`src/rtl/bin_stream_pkg.sv`:
```
// Shared types and sizes for the averaged-bin frame serializer.
// Frame geometry, FSM state encoding and buffer word types.
package bin_stream_pkg;

  localparam int N         = 16;
  localparam int N_OUT     = 8;
  localparam int BINS      = 4;
  localparam int SEQ_W     = 16;
  localparam int WORDS     = BINS * N / N_OUT;
  localparam int HDR_WORDS = SEQ_W / N_OUT;
  localparam int FRAME_LEN = HDR_WORDS + WORDS;
  localparam int IDX_W     = $clog2(FRAME_LEN);
  localparam int WIDX_W    = $clog2(WORDS);
  localparam int HIDX_W    =
    (HDR_WORDS > 1) ? $clog2(HDR_WORDS) : 1;

  typedef enum logic [1:0] {
    IDLE,
    HDR,
    PAYLOAD
  } state_e;

  typedef logic [WORDS-1:0][N_OUT-1:0] frame_t;
  typedef logic [HDR_WORDS-1:0][N_OUT-1:0] hdr_t;

endpackage

```
`src/rtl/bin_frame_buf.sv`:
```
// Two-entry ping-pong holding buffer: ACTIVE drains, PENDING queues.
// Ports: load_i/load_data_i capture, free_i releases ACTIVE; start_o
// flags a frame entering ACTIVE, drop_o a frame that found no room.
module bin_frame_buf
  import bin_stream_pkg::*;
(
  input  logic   clk,
  input  logic   arest_n,
  input  logic   load_i,
  input  frame_t load_data_i,
  input  logic   free_i,
  output frame_t act_data_o,
  output logic   act_full_o,
  output logic   pnd_full_o,
  output logic   start_o,
  output logic   drop_o
);

  frame_t act_q, act_d;
  frame_t pnd_q, pnd_d;
  logic   act_full_q, act_full_d;
  logic   pnd_full_q, pnd_full_d;
  logic   promote, ld_act, ld_pnd;

  always_comb begin
    promote = free_i && pnd_full_q;
    ld_act  = load_i &&
              (!act_full_q || (free_i && !pnd_full_q));
    ld_pnd  = load_i && !ld_act &&
              (!pnd_full_q || promote);
    drop_o  = load_i && !ld_act && !ld_pnd;
    start_o = ld_act || promote;

    act_d      = act_q;
    act_full_d = act_full_q;
    pnd_d      = pnd_q;
    pnd_full_d = pnd_full_q;

    if (ld_act) begin
      act_d      = load_data_i;
      act_full_d = 1'b1;
    end else if (promote) begin
      act_d      = pnd_q;
      act_full_d = 1'b1;
    end else if (free_i) begin
      act_full_d = 1'b0;
    end

    // A promote and a fresh load may coincide: PENDING refills.
    if (ld_pnd) begin
      pnd_d      = load_data_i;
      pnd_full_d = 1'b1;
    end else if (promote) begin
      pnd_full_d = 1'b0;
    end
  end

  always_ff @(posedge clk or negedge arest_n) begin
    if (!arest_n) begin
      act_q      <= '0;
      pnd_q      <= '0;
      act_full_q <= 1'b0;
      pnd_full_q <= 1'b0;
    end else begin
      act_q      <= act_d;
      pnd_q      <= pnd_d;
      act_full_q <= act_full_d;
      pnd_full_q <= pnd_full_d;
    end
  end

  assign act_data_o = act_q;
  assign act_full_o = act_full_q;
  assign pnd_full_o = pnd_full_q;

endmodule

```
`src/rtl/bin_frame_serializer.sv`:
```
// Streams captured bin frames as header+payload words on a master.
// Ports: in_valid/in_data capture, m_t* stream out, overflow/drop_count
// report dropped frames, seq_num is the next frame's sequence number.
module bin_frame_serializer
  import bin_stream_pkg::*;
(
  input  logic             clk,
  input  logic             arest_n,
  input  logic             in_valid,
  input  frame_t           in_data,
  output logic [N_OUT-1:0] m_tdata,
  output logic             m_tvalid,
  input  logic             m_tready,
  output logic             m_tlast,
  output logic             overflow,
  output logic [15:0]      drop_count,
  output logic [SEQ_W-1:0] seq_num
);

  state_e             state_q, state_d;
  logic [IDX_W-1:0]   idx_q, idx_d;
  logic [SEQ_W-1:0]   seq_q, seq_d;
  hdr_t               hdr_q, hdr_d;
  logic [15:0]        drop_cnt_q, drop_cnt_d;
  logic               ovf_q, ovf_d;

  frame_t             act_data;
  logic               act_full, pnd_full;
  logic               start, drop;
  logic               fire, free;
  logic [IDX_W-1:0]   off;
  logic [WIDX_W-1:0]  widx;
  logic [HIDX_W-1:0]  hidx;

  bin_frame_buf u_buf (
    .clk        (clk),
    .arest_n    (arest_n),
    .load_i     (in_valid),
    .load_data_i(in_data),
    .free_i     (free),
    .act_data_o (act_data),
    .act_full_o (act_full),
    .pnd_full_o (pnd_full),
    .start_o    (start),
    .drop_o     (drop)
  );

  // A frame sits in ACTIVE exactly while it is being offered.
  assign m_tvalid = act_full;
  assign m_tlast  = (state_q == PAYLOAD) &&
                    (idx_q == IDX_W'(FRAME_LEN - 1));
  assign fire     = m_tvalid && m_tready;
  assign free     = fire && m_tlast;

  // Header goes MSB word first.
  assign hidx = HIDX_W'(IDX_W'(HDR_WORDS - 1) - idx_q);
  assign off  = idx_q - IDX_W'(HDR_WORDS);
  assign widx = WIDX_W'(off);

  always_comb begin
    m_tdata = '0;
    unique case (state_q)
      HDR:     m_tdata = hdr_q[hidx];
      PAYLOAD: m_tdata = act_data[widx];
      default: m_tdata = '0;
    endcase
  end

  always_comb begin
    state_d    = state_q;
    idx_d      = idx_q;
    seq_d      = seq_q;
    hdr_d      = hdr_q;
    drop_cnt_d = drop_cnt_q;
    ovf_d      = drop;

    if (free) seq_d = seq_q + 1'b1;
    // A frame entering ACTIVE at a tlast takes the bumped number.
    if (start) hdr_d = seq_d;
    if (drop && drop_cnt_q != 16'hFFFF)
      drop_cnt_d = drop_cnt_q + 16'd1;

    unique case (state_q)
      IDLE: begin
        if (start) begin
          state_d = HDR;
          idx_d   = '0;
        end
      end
      HDR, PAYLOAD: begin
        if (fire) begin
          if (m_tlast) begin
            state_d = (start || pnd_full) ? HDR : IDLE;
            idx_d   = '0;
          end else begin
            idx_d   = idx_q + 1'b1;
            state_d = (idx_d >= IDX_W'(HDR_WORDS))
                      ? PAYLOAD : HDR;
          end
        end
      end
      default: begin
        state_d = IDLE;
        idx_d   = '0;
      end
    endcase
  end

  always_ff @(posedge clk or negedge arest_n) begin
    if (!arest_n) begin
      state_q    <= IDLE;
      idx_q      <= '0;
      seq_q      <= '0;
      hdr_q      <= '0;
      drop_cnt_q <= '0;
      ovf_q      <= 1'b0;
    end else begin
      state_q    <= state_d;
      idx_q      <= idx_d;
      seq_q      <= seq_d;
      hdr_q      <= hdr_d;
      drop_cnt_q <= drop_cnt_d;
      ovf_q      <= ovf_d;
    end
  end

  assign overflow   = ovf_q;
  assign drop_count = drop_cnt_q;
  assign seq_num    = seq_q;

endmodule

```
`config.mk`:
```
export PLATFORM = sky130hd
export DESIGN_NAME = bin_frame_serializer
export DESIGN_NICKNAME = d
export VERILOG_FILES = /design/src/rtl/bin_stream_pkg.sv /design/src/rtl/bin_frame_buf.sv /design/src/rtl/bin_frame_serializer.sv
export SDC_FILE = /design/constraint.sdc
export NUM_CORES = 1
export LEC_CHECK = 0
export CORE_MARGIN = 1.5
export CORE_UTILIZATION = 40
export CTS_CLUSTER_DIAMETER = 100
export DETAILED_ROUTE_END_ITERATION = 7
export SLEW_MARGIN = 20
export SYNTH_ARGS = -nofsm -noshare
export SYNTH_HDL_FRONTEND = slang
export SYNTH_SLANG_ARGS = --single-unit
```
`constraint.sdc`:
```
create_clock -name clk -period 5.55 [get_ports clk]
set_input_delay 1.3875 -clock clk [delete_from_list [all_inputs] [get_ports clk]]
set_output_delay 1.3875 -clock clk [all_outputs]
set_load 0.005 [all_outputs]
```
==> results.txt, run 1 <==
Slack of the worst reg-to-reg path: 2.18 ns
Grt total ovfl: 0
All-Layer GR Usage: 0.203
Final worst slack: 1.24 ns
Top-count cell post-synth: dfrtp_1
Data required time of the worst path: 4.16 ns
Clk Latency, worst-skew pair: 0.43 ns
Detailed Place HPWL: 14,500 µm
Xor-xnor portion of the synthesized cell area: 0.0247
Synth Instances: 662
RSZ-0062 raised after global routing: false
Crit Path Max Fanout: 16
Leak Pwr: 4.81 nW
Final min period: 4.31 ns
Power Dens Cells: 464 nW/µm²
Max Cap Viol: 0
Sequential share of the synthesized area: 0.543
Die area: 22,200 µm²
Achievable clock frequency: 232 MHz
Hold WS: 0.500 ns
Fin crit share: 0.777
Boundary Pins: 111
Max-slew violation count: 0
P&R area growth vs syn: 23.4%
Global-route wire length before repair: 34,300 µm
Die height: 149 µm
CP Capture Type: output pin
Ratio of cells with drive above 1 in the final layout: 0.191
Synth warn: 0
Number of nets in the layout: 830
Placed Instances: 1,009
CP cell instances: ha_1 > mux4_2 > mux2i_1 > o22ai_1 > clkdlybuf4s50_1
Fin cells: 1,041
Routed via count: 6,100
Power, Total: 4.88 mW
Largest family of logic cells by synthesized area: multiplexers
Initial antenna violation count: 0
Pre-Repair DR Iteration Count: 4
CTS tree: yes
Setup slack at placement: 1.57 ns
Synth Register Bits: 185
Die width: 149 µm
Final setup violation count: 0
Port bufs: 110
CTS H-Tree Depth: 4
Post-DR vias/cell: 5.86
Root buffer cell: clkbuf_16
# diodes: 0
CORE AREA: 21,000 µm²
Number of core rows: 53
Synth cell count leaders: 185 x dfrtp_1, 80 x mux2_2, 74 x and3_1
Post_cts resized: 0
Ys async rst share: 1.00
Distinct cells, synth: 46
Mux cell area share after synthesis: 0.167
Avg Inst Size Synth: 12.9 µm²
Crit-path slowest cell: ha_1
Skew final: 0.00985 ns
Simple-Gate Fraction of Synth Area: 0.108
WS Path Type: reg -> out
Post-CTS Setup Bufs: 0
Buf+Inv Stages, Crit Path: 1
Post-synthesis adder-cell area fraction: 0.0132
Synth area leader: dfrtp_1
Synthesized cell area: 8520 µm²
Max VDD drop: 246 µV
Crit-path max cell delay: 0.74 ns
Antenna viol nets, final: 0
Slew HR: 0.356
Post-DR wirelength/cell: 20.7 µm
Compound-Gate Fraction of Synth Area: 0.117
Cts bufs inserted: 17
Placer Congestion: 0.869
Final WL: 21,600 µm
1st-iter DRT viols: 440
Slew at the pin with the worst max-slew slack: 0.967 ns
Vias in the first global route: 5,985
WP data arrival: 2.93 ns
Crit path launch type: flip-flop
CP delay by family, top: adder cells
Final Hold Fails: 0
Synth area leaders: dfrtp_1 54%, mux2_2 11%, a221o_1 7.5%
Setup Total Neg Slack: 0 ns
Largest net degree at the start of global routing: 101
HP Class: reg -> reg
Initial Util: 0.407
Post-CTS Hold Buffers: 0
Mapped Nets: 739
Area share of the largest cell type after synthesis: 0.543
# DRC: 0
Clk slew on worst S/H paths: 0.07 ns
Post-synth EDFFs: 0
Maximum clock path buffer count: 2
Status: completed
CTS Sinks: 185
Top_reg_cell synth: dfrtp_1
flip-flops by register name, indices dropped and copies added (netlist names):
signal	flops
drop_count	16
hdr_q	16
idx_q	4
overflow	1
seq_num	16
state_q	2
u_buf.act_data_o	64
u_buf.act_full_o	1
u_buf.pnd_full_o	1
u_buf.pnd_q	64
stage by stage:
| stage | utilization | instance area (µm²) |
|---|---|---|
| 2_1_floorplan | - | 8520 |
| 3_3_place_gp | 0.472 | 9890 |
| 3_5_place_dp | 0.472 | 9890 |
| 4_1_cts | 0.502 | 10500 |
| 5_1_grt | 0.502 | 10500 |
| 6_report | 0.502 | 10500 |
cell families after synthesis:
family,count (synthesis)
compound gates,119
xor+xnor,24
fa+ha+maj,9
buf+inv,57
flops,185
mux,112
simple gates,156
path summary, 6_finish.rpt:
kind	start	end	depth (start not counted)
max in group asynchronous	arest_n	hdr_q[0]$_DFFE_PN0P_	2
min reg2reg	u_buf.pnd_q[3]$_DFFE_PN0P_	u_buf.act_data_o[3]$_DFFE_PN0P_	1
min in group asynchronous	arest_n	seq_num[7]$_DFF_PN0_	1
max	idx_q[2]$_DFFE_PN0P_	m_tdata[7]	5
max reg2reg	idx_q[0]$_DFFE_PN0P_	hdr_q[3]$_DFFE_PN0P_	6
min	u_buf.pnd_q[3]$_DFFE_PN0P_	u_buf.act_data_o[3]$_DFFE_PN0P_	1
report_power, final:
part / switching [mW] / internal (mW)
Sequential: 0.358 / 1.73
Combinational: 0.661 / 0.831
Clock: 0.527 / 0.771
Total: 1.55 / 3.33
cell usage in the layout, fill, tap and decap left out, types with 14 or more instances in the layout:
master / synthesis / layout
dfrtp_1: 185 / 185
clkdlybuf4s50_1: 0 / 108
mux2_2: 80 / 80
and3_1: 74 / 74
a221o_1: 64 / 64
nand2_1: 20 / 19
clkbuf_16: 0 / 17
mux4_2: 16 / 16
mux2i_1: 16 / 16
xnor2_1: 15 / 15
nand3_1: 14 / 14
layer usage:
layer	global-route usage	routed length [µm]	up-vias
met2	0.314	10300	212
met5	0	0	-
li1	-	-	2754
met4	0.0688	421	0
met1	0.290	9770	3110
met3	0.0349	1090	24
worst register-to-register path: cells and delay by family (launching register included):
kind / cells / cell delay (ns)
AOI/OAI and AO/OA: 1 / 0.53
adders and majority gates: 1 / 0.28
buffers and inverters: 1 / 0.44
DFF: 1 / 0.67
muxes: 1 / 0.42
and+or+nand+nor: 2 / 0.91
final cells by class:
| cell class | instances | area [µm²] |
|---|---|---|
| Tap cell | 275 | 344 |
| Inverter | 10 | 37.5 |
| Multi-Input combinational cell | 420 | 3700 |
| Clock buffer | 19 | 443 |
| Timing Repair Buffer | 119 | 1180 |
| Fill cell | 1847 | 10400 |
| Sequential cell | 185 | 4630 |
| Clock inverter | 13 | 193 |
Note: power is estimated with default switching activity, not from simulation.
==> run 2: changes to the inputs <==
==> constraint.sdc (replaced) <==
create_clock -name clk -period 3.9 [get_ports clk]
set_input_delay 0.975 -clock clk [delete_from_list [all_inputs] [get_ports clk]]
set_output_delay 0.975 -clock clk [all_outputs]
set_load 0.005 [all_outputs]
==> run 2 against run 1 <==
- global-route usage is 0.24 points lower
- clock power is 31% higher
- die area did not move
- non-clock buffer count is 6 higher
- via count barely moved
- worst setup slack worse by 0.94 ns
- power up 40%
- core utilization up 0.072 points
- register-to-register slack got worse by 1.2 ns
- clock skew increased by 0.0012 ns
- first-iteration DRC count down 3.4%
- cell count up 0.38%
- largest cell class unchanged
- largest power group unchanged
==> results.txt, run 2 (synthesis results as in run 1) <==
Status: completed
1st-iter DRT viols: 425 (-3.4%)
Achievable clock frequency: 278 MHz
R2r worst-path depth: 8 (+2)
Largest net degree at the start of global routing: 89 (-12%)
Routed via count: 6,106 (+0.098%)
Power, Total: 6.82 mW (+40%)
Final core occ: 0.503 (+0.000716)
Reg2reg end: hdr_q[8]$_DFFE_PN0P_
Number of core rows: 53 (unchanged)
Vias in the first global route: 6,114 (+2.2%)
Boundary Pins: 111 (unchanged)
Initial antenna violation count: 0 (unchanged)
Skew final: 0.0111 ns (+0.00122 ns)
Hold_sp: drop_count[10]$_DFFE_PN0P_
Design area: 10,500 µm² (+0.14%)
Post-CTS Setup Bufs: 0 (unchanged)
P&R area growth vs syn: 23.6%
Worst Setup SP: idx_q[0]$_DFFE_PN0P_
Final WL: 21,400 µm (-0.57%)
Final min period: 3.60 ns
Initial Util: 0.407 (unchanged)
Root buffer cell: clkbuf_16
CP Capture Type: output pin
Worst reg2reg path startpoint: idx_q[0]$_DFFE_PN0P_
Fin cells: 1,045 (+0.38%)
CTS Sinks: 185 (unchanged)
Ratio of cells with drive above 1 in the final layout: 0.194 (+0.00291)
Pre-Repair DR Iteration Count: 5 (+1)
Grt total ovfl: 0 (unchanged)
RSZ-0062 raised after global routing: false
Crit-path max cell delay: 0.54 ns (-0.20 ns)
Placed Instances: 1,015 (+0.59%)
HP Class: reg -> reg
WP data arrival: 2.62 ns (-0.31 ns)
Power Dens Cells: 647 nW/µm² (+40%)
# DRC: 0 (unchanged)
Final worst slack: 0.301 ns (-0.936 ns)
Max Cap Viol: 0 (unchanged)
Antenna viol nets, final: 0 (unchanged)
Crit-path slowest cell: dfrtp_1
Leak Pwr: 4.84 nW (+0.68%)
Slew HR: 0.419 (+0.0638)
Max VDD drop: 316 µV (+29%)
Global-route wire length before repair: 34,300 µm (about the same)
CTS H-Tree Depth: 4 (unchanged)
Setup slack at placement: 0.597 ns (-0.974 ns)
Crit path launch type: flip-flop
Slack of the worst reg-to-reg path: 1.03 ns (-1.15 ns)
CP cell instances: buf_4 > ha_1 > nand4b_4 > clkinv_1 > clkdlybuf4s50_1
Post-DR wirelength/cell: 20.5 µm (-0.95%)
Final Hold Fails: 0 (unchanged)
Hold WS: 0.499 ns (-0.000832 ns)
Die area: 22,200 µm² (unchanged)
Worst hold stages: 1 (unchanged)
# diodes: 0 (unchanged)
Clk Latency, worst-skew pair: 0.42 ns (about the same)
Die height: 149 µm (unchanged)
Post-CTS Hold Buffers: 0 (unchanged)
Data required time of the worst path: 2.92 ns (-1.24 ns)
Detailed Place HPWL: 14,500 µm (+0.14%)
WS Path Type: reg -> out
CORE AREA: 21,000 µm² (unchanged)
Setup Total Neg Slack: 0 ns (unchanged)
Crit Path Max Fanout: 19 (+3)
Clk slew on worst S/H paths: 0.07 ns (about the same)
Cts bufs inserted: 17 (unchanged)
Most common cell after layout, fill and taps aside: dfrtp_1
Final setup violation count: 0 (unchanged)
Maximum clock path buffer count: 2 (unchanged)
Die width: 149 µm (unchanged)
Slew at the pin with the worst max-slew slack: 0.871 ns (-0.0957 ns)
Port bufs: 110 (unchanged)
Placer Congestion: 0.891 (+2.4%)
Hold Path Sink: drop_count[10]$_DFFE_PN0P_
Fin crit share: 0.923
Post-DR vias/cell: 5.84 (-0.28%)
Most frequent cells in the layout: 185 x dfrtp_1, 108 x clkdlybuf4s50_1, 80 x mux2_2, 74 x and3_1, 64 x a221o_1
Post_cts resized: 0 (unchanged)
CTS tree: yes
DP Area: 9960 µm² (+0.71%)
Number of nets in the layout: 836 (+0.72%)
All-Layer GR Usage: 0.201 (-0.00237)
Max-slew violation count: 0 (unchanged)
run 2: cell types whose count changed in the layout (fill, tap and decap cells not counted), moves of 2 or more:
cell        before  now
buf_12           1    3
bufinv_16        4    2
buf_4            8   12
clkinvlp_4       4    0
clkinv_2         1    3
clkbuf_8         1    4
run 2: per-layer routing:
metal / routed length (µm) / part of all wire / up-vias / GRT usage
met5: 0 / 0 / - / 0
met4: 240 / 0.011 / 0 / 0.0554
li1: - / - / 2770 / -
met1: 10100 / 0.47 / 3150 / 0.290
met3: 851 / 0.040 / 15 / 0.0318
met2: 10200 / 0.48 / 171 / 0.314
run 2: layout make-up:
type	count	area, µm²
inverters	10	37.5
fillers	1839	10400
clock buffers	23	488
flip-flops and latches	185	4630
repair buffers	125	1250
clock inverters	7	92.6
multi-input cells	420	3700
well taps	275	344
run 2: worst max path at each step:
stage,slack (ns),end,cells past startpoint
global placement,0.66,hdr_q[8]$_DFFE_PN0P_,7
global route,0.11,m_tlast,5
floorplan,1.07,m_tdata[0],6
detailed placement,0.60,hdr_q[7]$_DFFE_PN0P_,7
finish,0.30,m_tlast,5
CTS,0.25,m_tdata[5],5
run 2: worst max-delay path, delay by kind of cell, from the launching register on:
family	cells	cell delay, ns
fa+ha+maj	1	0.25
simple gates	1	0.29
buf+inv	3	1.11
flops	1	0.54
run 2: where the power goes:
group          switching [mW]  total [mW]  internal (mW)
registers               0.476        2.94           2.46
clock network           0.696        1.70           1.00
logic                   0.967        2.18           1.21
total                    2.14        6.82           4.68
